## config.mk

```make
export PLATFORM = sky130hd
export DESIGN_NAME = wb_nic
export DESIGN_NICKNAME = d
export VERILOG_FILES = /design/src/rtl/nic_pkg.sv /design/src/rtl/nic_watchdog.sv /design/src/rtl/wb_nic.sv
export SDC_FILE = /design/constraint.sdc
export NUM_CORES = 1
export LEC_CHECK = 0
export CORE_AREA = 2 2 236 238
export DETAILED_ROUTE_END_ITERATION = 8
export DIE_AREA = 0 0 238 240
export PLACE_DENSITY = 0.4
export SYNTH_ARGS = -nofsm -noshare
export SYNTH_HDL_FRONTEND = slang
export SYNTH_SLANG_ARGS = --single-unit
```

## constraint.sdc

```tcl
create_clock -name i_clk -period 3.5 [get_ports i_clk]
set_input_delay 0.875 -clock i_clk [delete_from_list [all_inputs] [get_ports i_clk]]
set_output_delay 0.875 -clock i_clk [all_outputs]
set_load 0.01 [all_outputs]
```

## src/rtl/nic_pkg.sv

```systemverilog
// Shared types and constants for the Wishbone one-master-to-N-slave interconnect.
package nic_pkg;

  typedef enum logic [1:0] {
    NIC_IDLE,
    NIC_ACTIVE,
    NIC_RESP
  } nic_state_t;

  localparam logic [31:0]  NIC_ERR_DATA        = 32'hDEAD_BEEF;
  localparam int unsigned  NIC_ERR_COUNT_WIDTH = 16;

endpackage

```

## src/rtl/nic_watchdog.sv

```systemverilog
// Wait-cycle counter for one outstanding transaction; flags the last allowed cycle.
module nic_watchdog #(
  parameter int unsigned COUNT_WIDTH = 8
) (
  input  logic                   i_clk,
  input  logic                   i_reset,
  input  logic                   clear,
  input  logic                   enable,
  input  logic [COUNT_WIDTH-1:0] limit,
  output logic                   expired_c
);

  logic [COUNT_WIDTH-1:0] count_q;

  always_ff @(posedge i_clk) begin
    if (i_reset || clear) begin
      count_q <= '0;
    end else if (enable) begin
      count_q <= count_q + COUNT_WIDTH'(1);
    end
  end

  // A zero limit disables expiry entirely.
  assign expired_c = enable && (limit != '0) && (count_q == limit - COUNT_WIDTH'(1));

endmodule

```

## src/rtl/wb_nic.sv

```systemverilog
// Registered Wishbone interconnect: one-hot slave select, response mux, timeout and
// unmapped-slave error responses with saturating error status.
module wb_nic
  import nic_pkg::*;
#(
  parameter int unsigned                     ADDR_SEL_WIDTH = 4,
  parameter int unsigned                     DATA_WIDTH     = 32,
  parameter logic [(2**ADDR_SEL_WIDTH)-1:0]  SLAVE_MASK     = '1,
  parameter int unsigned                     TIMEOUT_CYCLES = 255,
  parameter logic [31:0]                     ERR_DATA       = NIC_ERR_DATA
) (
  input  logic                                         i_clk,
  input  logic                                         i_reset,
  input  logic                                         i_wb_cyc,
  input  logic                                         i_wb_stb,
  input  logic [ADDR_SEL_WIDTH-1:0]                    i_addr_sel,
  input  logic [(2**ADDR_SEL_WIDTH)*DATA_WIDTH-1:0]    i_rdata,
  input  logic [(2**ADDR_SEL_WIDTH)-1:0]               i_ack,
  output logic [(2**ADDR_SEL_WIDTH)-1:0]               o_slave_sel,
  output logic [DATA_WIDTH-1:0]                        o_rdata,
  output logic                                         o_ack,
  output logic                                         o_err,
  output logic                                         o_busy,
  output logic [NIC_ERR_COUNT_WIDTH-1:0]               o_err_count,
  output logic [ADDR_SEL_WIDTH-1:0]                    o_err_sel
);

  localparam int unsigned SLAVE_COUNT = 2**ADDR_SEL_WIDTH;
  localparam int unsigned WD_WIDTH    = (TIMEOUT_CYCLES == 0) ? 1 : $clog2(TIMEOUT_CYCLES + 1);

  nic_state_t                     state_q, state_d;
  logic [ADDR_SEL_WIDTH-1:0]      sel_q, sel_d;
  logic [SLAVE_COUNT-1:0]         slave_sel_d;
  logic [DATA_WIDTH-1:0]          rdata_d;
  logic                           ack_d, err_d, busy_d;
  logic [NIC_ERR_COUNT_WIDTH-1:0] err_count_d;
  logic [ADDR_SEL_WIDTH-1:0]      err_sel_d;
  logic                           expired_c;
  logic [DATA_WIDTH-1:0]          slave_rdata [SLAVE_COUNT];

  for (genvar i = 0; i < SLAVE_COUNT; i++) begin : g_rdata
    assign slave_rdata[i] = i_rdata[i*DATA_WIDTH +: DATA_WIDTH];
  end

  nic_watchdog #(
    .COUNT_WIDTH (WD_WIDTH)
  ) u_watchdog (
    .i_clk     (i_clk),
    .i_reset   (i_reset),
    .clear     (state_q != NIC_ACTIVE),
    .enable    (state_q == NIC_ACTIVE),
    .limit     (WD_WIDTH'(TIMEOUT_CYCLES)),
    .expired_c (expired_c)
  );

  always_ff @(posedge i_clk) begin
    if (i_reset) begin
      state_q <= NIC_IDLE;
    end else begin
      state_q <= state_d;
    end
  end

  // Next state and next registered outputs; cyc drop beats ack, ack beats timeout.
  always_comb begin
    state_d     = state_q;
    sel_d       = sel_q;
    slave_sel_d = o_slave_sel;
    rdata_d     = o_rdata;
    ack_d       = 1'b0;
    err_d       = 1'b0;
    err_count_d = o_err_count;
    err_sel_d   = o_err_sel;

    case (state_q)
      NIC_IDLE: begin
        if (i_wb_cyc && i_wb_stb) begin
          sel_d = i_addr_sel;
          if (!SLAVE_MASK[i_addr_sel]) begin
            state_d = NIC_RESP;
            err_d   = 1'b1;
          end else begin
            state_d     = NIC_ACTIVE;
            slave_sel_d = SLAVE_COUNT'(1) << i_addr_sel;
          end
        end
      end
      NIC_ACTIVE: begin
        if (!i_wb_cyc) begin
          state_d     = NIC_IDLE;
          slave_sel_d = '0;
        end else if (i_ack[sel_q]) begin
          state_d     = NIC_RESP;
          slave_sel_d = '0;
          rdata_d     = slave_rdata[sel_q];
          ack_d       = 1'b1;
        end else if (expired_c) begin
          state_d     = NIC_RESP;
          slave_sel_d = '0;
          err_d       = 1'b1;
        end
      end
      NIC_RESP: begin
        state_d = NIC_IDLE;
      end
      default: begin
        state_d = NIC_IDLE;
      end
    endcase

    if (err_d) begin
      rdata_d   = DATA_WIDTH'(ERR_DATA);
      err_sel_d = sel_d;
      if (o_err_count != '1) begin
        err_count_d = o_err_count + NIC_ERR_COUNT_WIDTH'(1);
      end
    end

    busy_d = (state_d != NIC_IDLE);
  end

  always_ff @(posedge i_clk) begin
    if (i_reset) begin
      sel_q       <= '0;
      o_slave_sel <= '0;
      o_rdata     <= '0;
      o_ack       <= 1'b0;
      o_err       <= 1'b0;
      o_busy      <= 1'b0;
      o_err_count <= '0;
      o_err_sel   <= '0;
    end else begin
      sel_q       <= sel_d;
      o_slave_sel <= slave_sel_d;
      o_rdata     <= rdata_d;
      o_ack       <= ack_d;
      o_err       <= err_d;
      o_busy      <= busy_d;
      o_err_count <= err_count_d;
      o_err_sel   <= err_sel_d;
    end
  end

endmodule

```

* Word-level counts from Yosys, hierarchy flattened
Memory sizes are Yosys's and may differ from the RTL's. Index checks and enable logic that the tools add are counted.
Storage, ports and cells: output and inout port bits 71, flip-flop bits (word level) 85, memories 1, ROM bits 16, bits of input ports 536, logic and storage cells 74
Cells by class: magnitude comparators 3, bitwise logic cells 3, equality and inequality tests 7, add/subtract/negate cells 2, shift operators 1, muxes and demuxes 31, reduce and logical (&&, ||, !) cells 15
Memory list:
- (name not given) | depth 16, width 1, read ports 1, clocked after memory_dff 0, write ports 0, line wb_nic.sv:79 | if (!SLAVE_MASK[i_addr_sel]) begin
Operator list (count):
- two-way mux 32 bit | 6
- binary-select mux 32 bit (select 4 bit) | 1
- two-way mux 16 bit | 5
- one-hot mux 16 bit (2 select lines) | 1
- adder 16 x 1 -> 16 bit (second input constant) | 1
- != test 16 bit (second input constant) | 1
- left shift 1 x 4 -> 16 bit (first input constant) | 1
- less-than comparator 4 x 5 -> 1 bit (second input constant) | 2
- two-way mux 2 bit | 5
- nonzero test 2 bit | 5
- adder 8 x 1 -> 8 bit (second input constant) | 1
- == test 8 bit (second input constant) | 1
- two-way mux 1 bit | 8
- two-way mux 4 bit | 2
- AND reduction 3 bit | 2
- greater-or-equal comparator 5 bit (second input constant) | 1
- inverter 4 -> 5 bit | 1
- binary-select mux 1 bit (select 4 bit) | 1
- != test 2 bit (second input constant) | 2
- != test 4 bit (second input constant) | 1
- one-hot mux 2 bit (2 select lines) | 1
- AND reduction 4 bit | 1
- OR reduction 3 bit | 1
- == test 2 x 1 -> 1 bit (second input constant) | 1
- other kinds (8) | 10

* Logic depth before layout (Yosys ltp)
depth after elaboration 8, gate-level depth with buffers 10, gate-level depth less buffers 7

* Modules after synthesis
Synthesis repeated with hierarchy kept, for this count alone.
Unflattened totals: cell total of the unflattened synthesis 712, area, all modules 7826.3 µm²
Modules (own cells, without submodules):
- wb_nic | cells each 640, instances 1, area an instance 7231.9 µm², sequential area each 1541.5 µm²
- nic_watchdog | cells each 72, instances 1, area an instance 594.3 µm², sequential area each 160.2 µm²

* Least setup slack after synthesis
Ideal clock, no wire load.
path type input to register, start input port i_ack[13], end register o_err_count[14], library setup time 0.070 ns, stages on the path 6, buffers on the path 1, required time 3.430 ns, slack 0.907 ns, data arrival time 2.522 ns, cell sequence mux4_2 o21ai_2 nand3b_1 clkbuf_1 or4_1 a21oi_1
Between the ends: cells in the longest elaborated chain, start to end 6
Ends and longest elaborated chain:
- start: declaration | line wb_nic.sv:18 | input logic [(2**ADDR_SEL_WIDTH)-1:0] i_ack,
- binary-select mux 1 bit (select 4 bit) | line wb_nic.sv:92 | end else if (i_ack[sel_q]) begin
- two-way mux 1 bit (not written as such) | line wb_nic.sv:92
- two-way mux 1 bit | line wb_nic.sv:92
- two-way mux 1 bit | line wb_nic.sv:89 | if (!i_wb_cyc) begin
- one-hot mux 1 bit (2 select lines) | line wb_nic.sv:75 | case (state_q)
- AND reduction 2 bit (no source line)
- end signal: assignment | line wb_nic.sv:139 | o_err_count <= err_count_d;
- end: declaration | line wb_nic.sv:24 | output logic [NIC_ERR_COUNT_WIDTH-1:0] o_err_count,
No other way between the ends. The select of a mux whose other input is x is not followed. A chain may end at the register's enable or synchronous reset.

* Worst setup path in the final report
start input port i_ack[0], end register o_err_count[13]
The elaborated chain is that of the path after synthesis.

==> metrics.txt <==
result of the run=completed; endpoint of the worst hold-timing path=o_slave_sel[5]$_SDFFE_PP0P_; total routed wirelength=approximately 54000 um; area fraction of the dominant cell type after synthesis=0.3545; cell depth of the worst flop-to-flop path=8; GRT Resource Usage Total=0.1852; required arrival time at the worst endpoint=~3.8 ns; violation count after the first detailed-routing iteration=433; Worst setup EP type=register; syn avg cell area=between 10 and 15 um^2; TritonCTS sink count=85; Slew Viols, Final=0; endpoint of the worst register-to-register path=o_rdata[31]$_SDFFE_PP0P_; RSZ-0062 raised after global routing=false; CTS tree=yes; Worst Hold Path Cells=2; wire length of the first global-routing pass=roughly 74000 um; Setup violations, final=0; worst min-delay path category=register to register; CTS root buf=sky130_fd_sc_hd__clkbuf_16; share of flip-flops with an asynchronous set or reset=0; CTS buffer count=9; synthesis warning total=0; Slew HR=0.4170; Core Area=54660 um^2; kind of critical path=input pin to register; synth top area cells=sky130_fd_sc_hd__mux4_2 35%, sky130_fd_sc_hd__dfxtp_1 23%, sky130_fd_sc_hd__mux2i_1 6.7%, sky130_fd_sc_hd__nand2_1 3.6%, sky130_fd_sc_hd__a21oi_1 3.1%; Min Clock Period, post-route=2.939 ns; Reg clk slew, reported paths=0.06 ns; total number of H-tree levels=3; static leakage power=4.723 nW; DRC viols=0; hold violation total from the final report=0; startpoint types=input pin; highest attainable clock frequency=340.3 MHz; setup fix buffers added after clock tree synthesis=0; number of cells upsized or downsized after cts=0; EDFF count, synth=0; clock tree buffer depth=2; antenna-violating nets left=0; cell area after synthesis=~7500 um^2; Port Buffers=606; cell type with the highest aggregate area in the netlist=sky130_fd_sc_hd__mux4_2; R2R setup slack=0.67 ns; Hold Slack=0.4517 ns; number of vias after detailed routing=about 8900; Avg WL per Cell=27.03 um; Peak VDD IR=0.2332 mV; hold path startpoint=o_slave_sel[5]$_SDFFE_PP0P_; Die Wd=about 240 um; drt via density=4.411; largest net degree at the start of global routing=66; post-synthesis sequential element count=85; Final period util=0.8397; vias in the first global route=9562; final total negative setup slack=0 ns; top fanout value on the critical path=52; initial antenna violation count=38; reg2reg start=sel_q[0]$_SDFF_PP0_; Power Density=224.6 nW/um^2; portion of the post-synthesis area used by sequential elements=0.2270; number of violations of the max-capacitance limit=0; leading cell types in the layout, fill and taps excluded=605 x sky130_fd_sc_hd__clkdlybuf4s50_1, 118 x sky130_fd_sc_hd__mux4_2, 81 x sky130_fd_sc_hd__dfxtp_1; post-detail-place hpwl=47640 um; Synth Instances=711; detailed-router iteration count before antenna repair=6; area of the die=57120 um^2; effective utilization at floorplan=0.1372; count of nets after finishing=1834; most frequent standard cell in the layout excluding fill and tap cells=sky130_fd_sc_hd__clkdlybuf4s50_1; Net Count, Synth=1250; top-level I/O count=~600; primary flip-flop cell chosen by synthesis mapping=sky130_fd_sc_hd__dfxtp_1; Clk Latency, worst-skew pair=0.35 ns; Critical Path AT=~3.2 ns; gpl congestion=0.8646; clock skew=between 0.005 and 0.006 ns; post-synth cell types=47; Overflow after GRT=0; number of buffers inserted for hold repair after clock tree synthesis=0; Area Overhead vs Synth=98.65%; total power after layout=3.345 mW; share of cells above drive strength 1=0.1538; row cnt=86; Die Height=240 um; actual transition at the worst max-transition pin=0.8525 ns
[Yosys cell counts (5+ instances only)]
library cell / n
sky130_fd_sc_hd__o31ai_1: 12
sky130_fd_sc_hd__mux2i_1: 50
sky130_fd_sc_hd__buf_1: 8
sky130_fd_sc_hd__a21oi_1: 46
sky130_fd_sc_hd__nor2_1: 23
sky130_fd_sc_hd__mux4_2: 118
sky130_fd_sc_hd__a31oi_1: 13
sky130_fd_sc_hd__clkbuf_1: 44
sky130_fd_sc_hd__xor2_1: 5
sky130_fd_sc_hd__a2111oi_0: 10
sky130_fd_sc_hd__a22o_1: 10
sky130_fd_sc_hd__nand2b_1: 6
sky130_fd_sc_hd__a221oi_1: 13
sky130_fd_sc_hd__inv_1: 15
sky130_fd_sc_hd__mux2_2: 12
sky130_fd_sc_hd__dfxtp_1: 85
sky130_fd_sc_hd__or4_1: 12
sky130_fd_sc_hd__or3_1: 8
sky130_fd_sc_hd__nor2b_1: 16
sky130_fd_sc_hd__nand4_1: 8
sky130_fd_sc_hd__buf_2: 19
sky130_fd_sc_hd__a211oi_1: 10
sky130_fd_sc_hd__nor3_1: 5
sky130_fd_sc_hd__nand3_1: 27
sky130_fd_sc_hd__o21ai_0: 15
sky130_fd_sc_hd__a221o_1: 10
sky130_fd_sc_hd__nand2_1: 72
[where the power goes]
group          total [mW]  internal, mW  switching, mW
sequential           1.01         0.982         0.0259
combinational        1.36         0.902          0.461
clock               0.974         0.571          0.403
total                3.35          2.46          0.890
[state kept, by name, summed over array words and instances, names as in the netlist]
register / cells
o_rdata: 32
o_busy: 1
u_watchdog.count_q: 8
state_q: 2
o_err_sel: 4
sel_q: 4
o_ack: 1
o_err_count: 16
o_err: 1
o_slave_sel: 16
[how the worst max path moves through the flow]
stage / start / end / slack [ns] / cells after the start
after floorplan: i_ack[13] / o_err_count[14]$_SDFFE_PP0P_ / 0.91 / 6
after global placement: i_ack[0] / o_err_count[15]$_SDFFE_PP0P_ / 0.23 / 7
after detailed placement: i_ack[0] / o_err_count[13]$_SDFFE_PP0P_ / 0.19 / 7
after CTS: i_ack[0] / o_err_count[13]$_SDFFE_PP0P_ / 0.56 / 7
after global routing: i_ack[5] / o_err_count[13]$_SDFFE_PP0P_ / 0.45 / 7
final: i_ack[0] / o_err_count[13]$_SDFFE_PP0P_ / 0.56 / 7
[cells by family after synthesis]
logic type,Yosys count,share of synthesized area
compound gates,149,0.1382
xor+xnor,7,0.008178
fa+ha+maj,3,0.005007
buf+inv,90,0.05023
flops,85,0.2270
mux,180,0.4393
simple gates,197,0.1322
[layer usage]
metal,wire [um],global-route usage,vias up
met1,23280,0.2325,4379
met5,98,0,-
li1,-,-,4040
met2,26150,0.3133,379
met3,4284,0.06028,60
met4,576,0.03125,16
[metrics by stage]
stage | setup slack (ns) | area (um^2) | cells | utilization
floorplan | 0.9073 | 7497 | 711 | -
global placement | 0.2287 | 14580 | 1988 | 0.2667
detailed placement | 0.1861 | 14580 | 1988 | 0.2667
CTS | 0.5584 | 14870 | 2004 | 0.2721
global route | 0.4456 | 14890 | 2009 | 0.2723
finish | 0.5611 | 14890 | 2012 | 0.2725
[layout make-up]
type	instances	area, um^2
Clock inverter	4	47.55
Inverter	16	60.06
Sequential cell	85	1714
Timing Repair Buffer	647	6494
Tap cell	704	880.8
Clock buffer	12	246.5
Multi-Input combinational cell	536	5430
Antenna cell	8	20.02
Fill cell	5806	39770
[critical path: stages]
cell and delay [ns]:
sky130_fd_sc_hd__clkdlybuf4s50_1 0.41, sky130_fd_sc_hd__mux4_2 0.52, sky130_fd_sc_hd__o21ai_2 0.35, sky130_fd_sc_hd__nand3b_1 0.18, sky130_fd_sc_hd__buf_12 0.21, sky130_fd_sc_hd__or4_1 0.51
sky130_fd_sc_hd__a21oi_1 0.14
No activity file was read; power rests on OpenSTA's default activity.
